$ cat src/rtl/rv32_hart_scheduler.sv
// -----------------------------------------------------------------------------
// rv32_hart_scheduler
//
// Barrel-style hart scheduler for the pito core. Each cycle it picks which hart
// issues into fetch/decode. The rules are:
//   - at most one instruction is in flight per hart;
//   - issue rotates round-robin across the enabled harts;
//   - a hart whose instruction trapped in the decoder is parked until software
//     resumes it.
// A wrapping 32-bit counter of accepted issues is exported for perf monitoring.
//
// Build option:
//   RV32_SCHED_SKIP_IDLE_EN
//     defined   -> work-conserving. Search from rr_ptr for the first eligible
//                  hart, then move rr_ptr just past the winner.
//     undefined -> strict barrel. Only rr_ptr may issue, and rr_ptr advances
//                  on every load, giving each hart a fixed NUM_HARTS cadence.
//
// Ports:
//   clk, rst        clock and synchronous active-high reset
//   hart_en_i       per-hart enable mask
//   hart_stall_i    per-hart external stall
//   resume_i        per-hart pulse clearing the parked state
//   issue_ready_i   downstream accepts the offered slot
//   issue_valid_o   a slot is offered
//   issue_hart_o    hart owning the offered slot
//   dec_valid_i     decoder completed an instruction
//   dec_hart_i      hart of that completed instruction
//   dec_trap_i      the completed instruction trapped (parks the hart)
//   inflight_o      per-hart in-flight bits
//   parked_o        per-hart parked bits
//   issue_cnt_o     accepted-issue counter, wraps modulo 2^32
// -----------------------------------------------------------------------------
module rv32_hart_scheduler #(
  parameter int NUM_HARTS = 8,
  parameter int HART_ID_W = $clog2(NUM_HARTS)
) (
  input  logic                 clk,
  input  logic                 rst,
  input  logic [NUM_HARTS-1:0] hart_en_i,
  input  logic [NUM_HARTS-1:0] hart_stall_i,
  input  logic [NUM_HARTS-1:0] resume_i,
  input  logic                 issue_ready_i,
  output logic                 issue_valid_o,
  output logic [HART_ID_W-1:0] issue_hart_o,
  input  logic                 dec_valid_i,
  input  logic [HART_ID_W-1:0] dec_hart_i,
  input  logic                 dec_trap_i,
  output logic [NUM_HARTS-1:0] inflight_o,
  output logic [NUM_HARTS-1:0] parked_o,
  output logic [31:0]          issue_cnt_o
);

  logic [HART_ID_W-1:0] rr_ptr_reg;
  logic [HART_ID_W-1:0] rr_ptr_next;
  logic [NUM_HARTS-1:0] inflight_reg;
  logic [NUM_HARTS-1:0] inflight_next;
  logic [NUM_HARTS-1:0] parked_reg;
  logic [NUM_HARTS-1:0] parked_next;
  logic                 issue_valid_reg;
  logic [HART_ID_W-1:0] issue_hart_reg;
  logic [31:0]          issue_cnt_reg;

  logic [NUM_HARTS-1:0] eligible;
  logic                 load;
  logic                 accept;
  logic                 sel_valid;
  logic [HART_ID_W-1:0] sel_hart;

  // Eligibility is computed from registered state only. A hart that completes
  // this cycle therefore becomes issuable one cycle later; there is no bypass.
  generate
    for (genvar gi = 0; gi < NUM_HARTS; gi++) begin : g_elig
      assign eligible[gi] = hart_en_i[gi] & ~hart_stall_i[gi]
                          & ~inflight_reg[gi] & ~parked_reg[gi];
    end
  endgenerate

  // The output register acts as a one-deep skid. It reloads only when empty or
  // when its current offer is being taken, so a pending offer is never withdrawn.
  assign load   = !issue_valid_reg || issue_ready_i;
  assign accept = issue_valid_reg && issue_ready_i;

`ifdef RV32_SCHED_SKIP_IDLE_EN
  logic [HART_ID_W-1:0] cand;

  // Walk the offsets from the far end back toward zero. The final hit is the
  // closest eligible hart at or after rr_ptr. Because NUM_HARTS is a power of
  // two, the wrap comes for free from the HART_ID_W-bit add.
  always_comb begin
    sel_valid   = 1'b0;
    sel_hart    = rr_ptr_reg;
    cand        = '0;
    for (int i = NUM_HARTS - 1; i >= 0; i--) begin
      cand = rr_ptr_reg + HART_ID_W'(i);
      if (eligible[cand]) begin
        sel_valid = 1'b1;
        sel_hart  = cand;
      end
    end
    rr_ptr_next = sel_valid ? (sel_hart + HART_ID_W'(1)) : rr_ptr_reg;
  end
`else
  // Strict barrel: only the hart under the pointer may issue. The pointer
  // always advances, so a bubble costs that hart its slot.
  always_comb begin
    sel_valid   = eligible[rr_ptr_reg];
    sel_hart    = rr_ptr_reg;
    rr_ptr_next = rr_ptr_reg + HART_ID_W'(1);
  end
`endif

  // The completion clear happens before the issue set. A hart selected this
  // cycle cannot also be the one genuinely completing, because eligibility
  // requires its in-flight bit to be 0. A stray completion for a hart that is
  // not in flight clears a bit that is already 0, so it has no effect.
  // The trap set happens after the resume clear, so the trap wins on a collision.
  always_comb begin
    inflight_next = inflight_reg;
    parked_next   = parked_reg & ~resume_i;
    if (dec_valid_i) begin
      inflight_next[dec_hart_i] = 1'b0;
    end
    if (load && sel_valid) begin
      inflight_next[sel_hart] = 1'b1;
    end
    if (dec_valid_i && dec_trap_i) begin
      parked_next[dec_hart_i] = 1'b1;
    end
  end

  always_ff @(posedge clk) begin
    if (rst) begin
      rr_ptr_reg      <= '0;
      inflight_reg    <= '0;
      parked_reg      <= '0;
      issue_valid_reg <= 1'b0;
      issue_hart_reg  <= '0;
      issue_cnt_reg   <= '0;
    end else begin
      inflight_reg <= inflight_next;
      parked_reg   <= parked_next;
      if (load) begin
        rr_ptr_reg      <= rr_ptr_next;
        issue_valid_reg <= sel_valid;
        // On a bubble, keep the last hart ID so the bus does not toggle.
        if (sel_valid) begin
          issue_hart_reg <= sel_hart;
        end
      end
      if (accept) begin
        issue_cnt_reg <= issue_cnt_reg + 32'd1;
      end
    end
  end

  assign issue_valid_o = issue_valid_reg;
  assign issue_hart_o  = issue_hart_reg;
  assign inflight_o    = inflight_reg;
  assign parked_o      = parked_reg;
  assign issue_cnt_o   = issue_cnt_reg;

endmodule

$ cat config.mk
export PLATFORM = sky130hd
export DESIGN_NAME = rv32_hart_scheduler
export DESIGN_NICKNAME = d
export VERILOG_FILES = /design/src/rtl/rv32_hart_scheduler.sv
export SDC_FILE = /design/constraint.sdc
export NUM_CORES = 1
export LEC_CHECK = 0
export CAP_MARGIN = 20
export CORE_MARGIN = 8
export CORE_UTILIZATION = 30
export DETAILED_ROUTE_END_ITERATION = 16
export GPL_TIMING_DRIVEN = 0
export PLACE_DENSITY = 0.66
export SYNTH_ARGS = -nofsm -noshare
export SYNTH_HDL_FRONTEND = slang
export SYNTH_SLANG_ARGS = --single-unit
$ cat constraint.sdc
create_clock -name clk -period 1.39 [get_ports clk]
set_input_delay 0.278 -clock clk [delete_from_list [all_inputs] [get_ports clk]]
set_output_delay 0.278 -clock clk [all_outputs]
set_load 0.02 [all_outputs]
== Word-level counts from Yosys, hierarchy flattened ==
Index checks and enable logic that the tools add are counted.

* Flip-flop bits (word level): 55
* Input port bits: 32
* Output and inout bits: 52
* Word-level logic and storage cells: 83

* $add $sub $neg: 2
* Magnitude comparators: 4
* Multiplexer cells: 9
* Bitwise gates (word level): 54
* Reductions and logical operators: 8

{| class="wikitable"
|+ Operators with widths
! cell !! number
|-
| 32-bit by 1-bit adder with 32-bit output (second input constant) || 1
|-
| 1-bit AND || 24
|-
| 8-bit 2-to-1 mux || 3
|-
| 1-bit inverter || 24
|-
| 8-bit AND || 2
|-
| 8-bit inverter || 2
|-
| 8-bit OR || 2
|-
| 3-bit by 4-bit less-than comparator with 1-bit output (second input constant) || 2
|-
| 1-bit demux with 3-bit select || 2
|-
| 3-bit by 1-bit greater-or-equal comparator with 1-bit output (second input constant) || 2
|-
| 1-bit logical AND || 5
|-
| 3-bit by 1-bit adder with 3-bit output (second input constant) || 1
|-
| 1-bit binary-select mux with 3-bit select || 1
|-
| 1-bit 2-to-1 mux || 3
|-
| 2-bit AND reduction || 1
|-
| 1-bit logical NOT || 1
|-
| 1-bit logical OR || 1
|}

== Logic depth before layout (Yosys ltp) ==
Gate-level depths: netlist (run 1).

* Depth in word-level cells: 9
* Mapped depth: 6
* Gate-level depth less buffers: 5

== Worst setup path before layout (run 1) ==
Ideal clock, no wire load.

* Kind: reg-to-reg
* From: register issue_cnt_reg[0], in the netlist issue_cnt_o[0]
* To: register issue_cnt_reg[24], in the netlist issue_cnt_o[24]
* Setup time: 0.128 ns
* Data arrival time: 1.579 ns
* Data required time: 1.262 ns
* Setup slack: -0.316 ns
* Cell stages (with the launch flop): 7
* Buffers on the path: 1
* Period minus slack after synthesis: 1.706 ns
* Path through: dfxtp_1 -> ha_1 -> nand3_4 -> buf_6 -> nor4_1 -> xnor2_1 -> nor2_1

* Cells in the longest elaborated chain, start to end: 1

{| class="wikitable"
|+ RTL lines
! what !! line !! RTL
|-
| start: declaration || 62 || <nowiki>logic [31:0] issue_cnt_reg;</nowiki>
|-
| start signal: assignment || 152 || <nowiki>issue_cnt_reg <= issue_cnt_reg + 32'd1;</nowiki>
|-
| 32-bit by 1-bit adder with 32-bit output || 152 ||
|}

Every way passes these cells.
A chain may end at the register's enable or synchronous reset.

== Worst setup path after layout (run 1) ==
* From: register issue_cnt_reg[10], in the netlist issue_cnt_o[10]
* To: register issue_cnt_reg[27], in the netlist issue_cnt_o[27]

Same word-level chain as after synthesis.

==> results of run 1 <==
cell type report:
type                    instances  area [µm²]  area share (%)
plain buffers                  11        87.6            1.92
clock buffers                   6        72.6            1.59
clock inverters                 2        11.3           0.246
inverters                      11        41.3           0.904
multi-input cells             224        1820            39.9
flip-flops and latches         55        1190            26.1
well taps                     108         135            2.96
repair buffers                134        1210            26.5
through the flow:
step | cell area, µm² | hold slack (ps) | setup TNS, ps | power [mW] | utilization (%)
2_1_floorplan | 2780 | 449 | -1040 | 1.90 | -
3_3_place_gp | 3720 | 467 | -24940 | 2.09 | 42.9
3_5_place_dp | 3720 | 474 | -26160 | 2.10 | 42.9
4_1_cts | 4490 | 435 | -2040 | 3.04 | 51.8
5_1_grt | 4570 | 471 | -3530 | 3.17 | 52.7
6_report | 4570 | 458 | -1860 | 3.03 | 52.7
synthesized netlist by cell type (all sizes together):
cell	n	share of area, %
nor3	10	1.9
dfxtp	55	41
nor4	12	5.4
and2	3	0.70
a21oi	20	3.7
nand2	19	2.7
nand4	9	3.2
o31ai	1	0.28
inv	11	1.5
nand3	17	4.1
clkbuf	9	1.3
a21bo	1	0.37
ha	2	0.94
xnor2	24	7.9
a32oi	3	0.98
a22oi	1	0.28
xor2	3	0.98
and4	5	1.9
buf	5	1.6
nor4b	8	2.6
or3	5	1.2
nor2	44	6.2
nor2b	11	2.6
o21ai	11	2.1
and3	2	0.66
mux2i	5	1.9
nand2b	8	1.9
power groups by stage:
| stage | clock [mW] | sequential (mW) | combinational [mW] |
|---|---|---|---|
| final | 0.882 | 1.64 | 0.513 |
| after global routing | 0.965 | 1.65 | 0.555 |
| after CTS | 0.923 | 1.63 | 0.479 |
| after detailed placement | 0 | 1.66 | 0.442 |
| after global placement | 0 | 1.66 | 0.436 |
| after floorplan | 0 | 1.69 | 0.215 |
worst max path at each step:
stage,from,endpoint,cells past startpoint
finish,issue_cnt_o[10],issue_cnt_o[27],6
global route,issue_cnt_o[13],issue_cnt_o[27],6
CTS,issue_cnt_o[2],issue_cnt_o[29],6
detailed placement,issue_ready_i,issue_cnt_o[23],7
global placement,issue_ready_i,issue_cnt_o[17],7
floorplan,issue_cnt_o[5],issue_cnt_o[26],6
worst register-to-register path: stages (launching register included):
cell and delay (ps):
dfxtp_4 370, and4_4 270, nand4_4 120, buf_12 170, nor4_4 290, xnor2_1 140, nor2_1 50
timing repair:
| item | in CTS | in global routing |
|---|---|---|
| setup endpoints to repair | 106 | 73 |
| gates resized for setup | 145 | 54 |
| pin swaps | 49 | 26 |
| gates cloned | 2 | 0 |
| setup buffers | 46 | 6 |
logic make-up after synthesis:
family / Yosys count / share of synthesized area [%]
flops: 55 / 41.2
simple gates: 153 / 35.0
buf+inv: 25 / 4.45
mux: 5 / 1.87
compound gates: 37 / 7.73
fa+ha+maj: 2 / 0.936
xor+xnor: 27 / 8.85
routing by layer:
metal  wire, µm  vias up  part of all wire (%)
met2       4340       75                    49
met5          0        -                     0
li1           -     1334                     -
met4         68        0                  0.77
met1       3760     1319                    42
met3        686        8                   7.7
==> results by group, run 1 <==
Run status
  – Status: finished with violations
  – Failing checks: setup timing

Timing
  – Clock Skew: approximately 10 ps
  – RSZ-0062 raised after global routing: true
  – Worst slew margin: between 70% and 80%
  – Worst slew pin tran: ~360 ps
  – Final setup violation count: 25
  – Ratio of final minimum period to clock period: 110%
  – Final worst slack: -133 ps
  – Fin. max-slew vios: 0
  – Minimum clock period: roughly 1500 ps
  – Final Hold Vio Count: 0
  – Fmax: ~0.66 GHz

Global routing
  – Busiest grt layer: met2
  – Global route total overflow: 0
  – Met2 Use GR: 24.9%
  – GRT Total Usage: 14.4%
  – Initial antenna violation count: 0
  – Routing usage on met3: 3.90%
  – Number of global-route vias before repair: between 2000 and 3000
  – First-pass GRT wire length: 14000 µm
  – M1 GR Usage: around 18%
  – Largest net degree at the start of global routing: 17

Job
  – Max-Cap Viols: 0

Placement
  – RD Place Congestion: approximately 0.84
  – Number of port buffers: between 80 and 90
  – Pre-CTS WS: -643 ps
  – Final HPWL DP: 5900 µm
  – Post-placement cell count: 493

Worst setup path
  – Startpoint Class: flip-flop
  – Worst path slowest cell: dfxtp_4
  – Reg2Reg Launch Point: issue_cnt_o[10]
  – Reg2reg setup slack: -130 ps
  – Req. time, crit path: roughly 1600 ps
  – Crit end category: flip-flop
  – Bufs and invs on worst path: 1
  – Reg2reg end: issue_cnt_o[27]
  – CP delay by family, top: simple AND/OR/NAND/NOR gates
  – CP max FO: 6
  – Reg2reg path depth: 6
  – Crit-path cells: and4_4, nand4_4, buf_12, nor4_4, xnor2_1, nor2_1
  – WS Path Type: flip-flop to flip-flop
  – Crit path DAT: ~1700 ps
  – Critical Path Max Stage Delay: between 300 and 400 ps

Yosys
  – Post-Synthesis Cells: 304
  – Post-Syn Nets: between 300 and 400
  – Synthesized cell area: about 0.0027 mm²
  – Synth cell types: 35
  – Syn Area/Cell: between 8 and 9 µm²
  – Sequential area share after synthesis: between 40 and 50%
  – Yosys Warn Count: 0
  – #FFs+latches synth: 55

Route
  – Routed len/inst: around 16 µm
  – DR iter-0 viols: 93
  – Pre-antenna DRT Iters: 4
  – Vias per cell: between 4 and 5
  – Routed Antenna Nets: 0
  – DR vias: between 2000 and 3000
  – Routed WL: roughly 8900 µm
  – Post-detailed-route DRC marker count: 0

Final layout
  – Filler Cells Inserted: between 700 and 800
  – Synth-to-layout area growth: 71.0%
  – Nets: approximately 480
  – Most frequent cells in the layout: nor2_1, buf_4, dlygate4sd2_1
  – Share of cells above drive strength 1: 38.8%
  – Number of flip-flops in the largest register: 32
  – Fin cells: roughly 550
  – Ant diodes: 0
  – Leading cell type in the layout, fill and taps excluded: nor2_1

Power
  – Leakage: about 2.1 nW
  – Switch share: a little over a quarter
  – Switching pwr: 0.824 mW
  – Combinational power share: between 10% and 20%
  – Seq pwr share: 54.0%
  – Int Pwr: between 2 and 2.5 mW
  – Clock power share: 29.1%
  – Worst VDD drop: roughly 0.42 mV
  – PD cells: 664 mW/mm²

Clock network
  – Clk slew on worst S/H paths: 100 ps
  – Num CTS Buffers: 5
  – Clock latency on the worst-skew pair: slightly above 300 ps
  – H-Tree Level Count: 2
  – TritonCTS clock tree: yes
  – Root Driver: clkbuf_8
  – CTS Hold Bufs: 0
  – Clk sinks: 55
  – CTS Buffer Depth: 2

Floorplanning
  – IO Pins: 84
  – Die footprint: roughly 0.012 mm²
  – Initial Utilization: between 30% and 40%
  – Die height: 110 µm
  – Core Area: 0.00868 mm²
  – Die span in x: 110 µm
  – Row cnt: 34

Min path
  – Hold WC Path Type: primary input to flip-flop
  – HP Start: dec_hart_i[0]
  – Hold Path Stages: 3
  – Hold path endpoint: parked_o[5]
No activity file was read; power rests on OpenSTA's default activity.
==> inputs of run 2 (changes only) <==
- PLACE_DENSITY: 0.66 -> 0.64
- clock period: 1.39 -> 1.65 ns (I/O delays scaled with it)
==> run 2 against run 1 <==
Clock power down 16%. Combinational power down 19%. Sequential share of layout area is 2.1 points higher. The run now ends clean. Register-to-register slack better by 200 ps. Critical path depth decreased by 5. Sequential cell count is the same. Worst hold slack improved by 22 ps. Design area shrank 13%. Sequential power is 15% lower. Via count down 7.8%. Wire length is 9.4% lower.
==> results by group, run 2 (synthesis results as in run 1) <==
Timing
  – Final Hold Vio Count: 0
  – Setup TNS: 0 ps
  – RSZ-0062 raised after global routing: true
  – Fmax: between 0.6 and 0.7 GHz
  – Worst slew margin: 67.7%
  – Ratio of final minimum period to clock period: a little over nine tenths
  – Fin. max-slew vios: 0
  – Worst slew pin tran: around 480 ps
  – Clock Skew: slightly above 6 ps
  – Final worst slack: 54.7 ps
  – Minimum clock period: between 1500 and 2000 ps
  – Final setup violation count: 0

Worst setup path
  – Critical Path Max Stage Delay: a little over 600 ps
  – Worst path slowest cell: clkdlybuf4s50_1
  – Bufs and invs on worst path: 1
  – Crit path DAT: around 1300 ps
  – WS Path Type: flip-flop to primary output
  – Crit end category: primary output
  – CP delay by family, top: buffers and inverters
  – Crit-path cells: clkdlybuf4s50_1
  – Startpoint Class: flip-flop
  – Req. time, crit path: ~1300 ps
  – CP max FO: 2

Floorplanning
  – IO Pins: 84
  – Die footprint: 0.0122 mm²
  – Row cnt: 34
  – Core Area: around 0.0087 mm²
  – Die span in x: about 110 µm
  – Initial Utilization: between 30 and 40%
  – Die height: roughly 110 µm

Final layout
  – Fin cells: just over 500
  – Most frequent cells in the layout: dlygate4sd2_1, nor2_1, dfxtp_1
  – Ant diodes: 0
  – Nets: about 440
  – Synth-to-layout area growth: 48.8%
  – Leading cell type in the layout, fill and taps excluded: dlygate4sd2_1
  – Number of flip-flops in the largest register: 32
  – Share of cells above drive strength 1: roughly 20%

Route
  – DR iter-0 viols: 83
  – Routed WL: between 8000 and 9000 µm
  – DR vias: roughly 2500
  – Vias per cell: 4.87
  – Post-detailed-route DRC marker count: 0
  – Pre-antenna DRT Iters: 6
  – Routed Antenna Nets: 0
  – Routed len/inst: about 15 µm

Power
  – Leakage: between 1.5 and 2 nW
  – PD cells: about 640 mW/mm²
  – Worst VDD drop: around 0.26 mV
  – Overall Power: 2.55 mW

Global routing
  – First-pass GRT wire length: between 10000 and 15000 µm
  – Number of global-route vias before repair: 2425
  – Initial antenna violation count: 0
  – Largest net degree at the start of global routing: 17
  – Global route total overflow: 0
  – GRT Total Usage: roughly an eighth

Placement
  – Final HPWL DP: 5900 µm
  – RD Place Congestion: ~0.8
  – Pre-CTS WS: -494 ps
  – Post-placement cell count: between 400 and 500
  – Number of port buffers: 81

Clock network
  – H-Tree Level Count: 2
  – TritonCTS clock tree: yes
  – Clock latency on the worst-skew pair: roughly 310 ps
  – Clk sinks: between 50 and 60
  – CTS Buffer Depth: 2
  – Num CTS Buffers: 5
  – Root Driver: clkbuf_8
  – CTS Hold Bufs: 0
  – Clk slew on worst S/H paths: ~100 ps

Job
  – Max-Cap Viols: 0

Min path
  – Hold WC Path Type: flip-flop to flip-flop

Run status
  – Status: complete, no violations
-- run 2: worst paths after layout --
path	cells after the start	slack, ps	start	end
max	1	50	issue_hart_o[0]	issue_hart_o[0]
min reg2reg	2	480	issue_hart_o[2]	issue_hart_o[2]
min	2	480	issue_hart_o[2]	issue_hart_o[2]
max reg2reg	4	70	issue_cnt_o[5]	issue_cnt_o[13]
-- run 2: per-stage QoR --
stage | instance area (µm²) | hold slack [ps] | util, %
4_1_cts | 3800 | 492 | 43.8
6_report | 3980 | 481 | 45.8
3_3_place_gp | 3620 | 469 | 41.7
2_1_floorplan | 2680 | 501 | -
5_1_grt | 3980 | 515 | 45.8
3_5_place_dp | 3620 | 475 | 41.7
-- run 2: report_power, final --
part	leakage, nW	total [mW]	switching, mW	internal [mW]
sequential	0.451	1.39	0.0287	1.36
clock	0.0412	0.741	0.443	0.298
combinational	1.23	0.417	0.213	0.204
total	1.72	2.55	0.684	1.86
-- run 2: routing by layer --
layer	global-route usage [%]	share of wire (%)
met1	15.5	44
met2	20.9	46
met3	4.24	9.2
met4	2.85	0.85
met5	0	0
-- run 2: what timing repair did --
action,in CTS,in global routing
pin swaps,7,3
gates resized for setup,53,47
buffers inserted,11,5
endpoints found under the setup margin,60,54
gates cloned,1,0
-- run 2: layout make-up --
class / count / area [µm²]
multi-input cells: 224 / 1580
inverters: 11 / 41.3
flip-flops and latches: 55 / 1120
well taps: 108 / 135
clock inverters: 2 / 12.5
repair buffers: 98 / 917
clock buffers: 6 / 72.6
plain buffers: 14 / 98.8
fillers: 875 / 4700
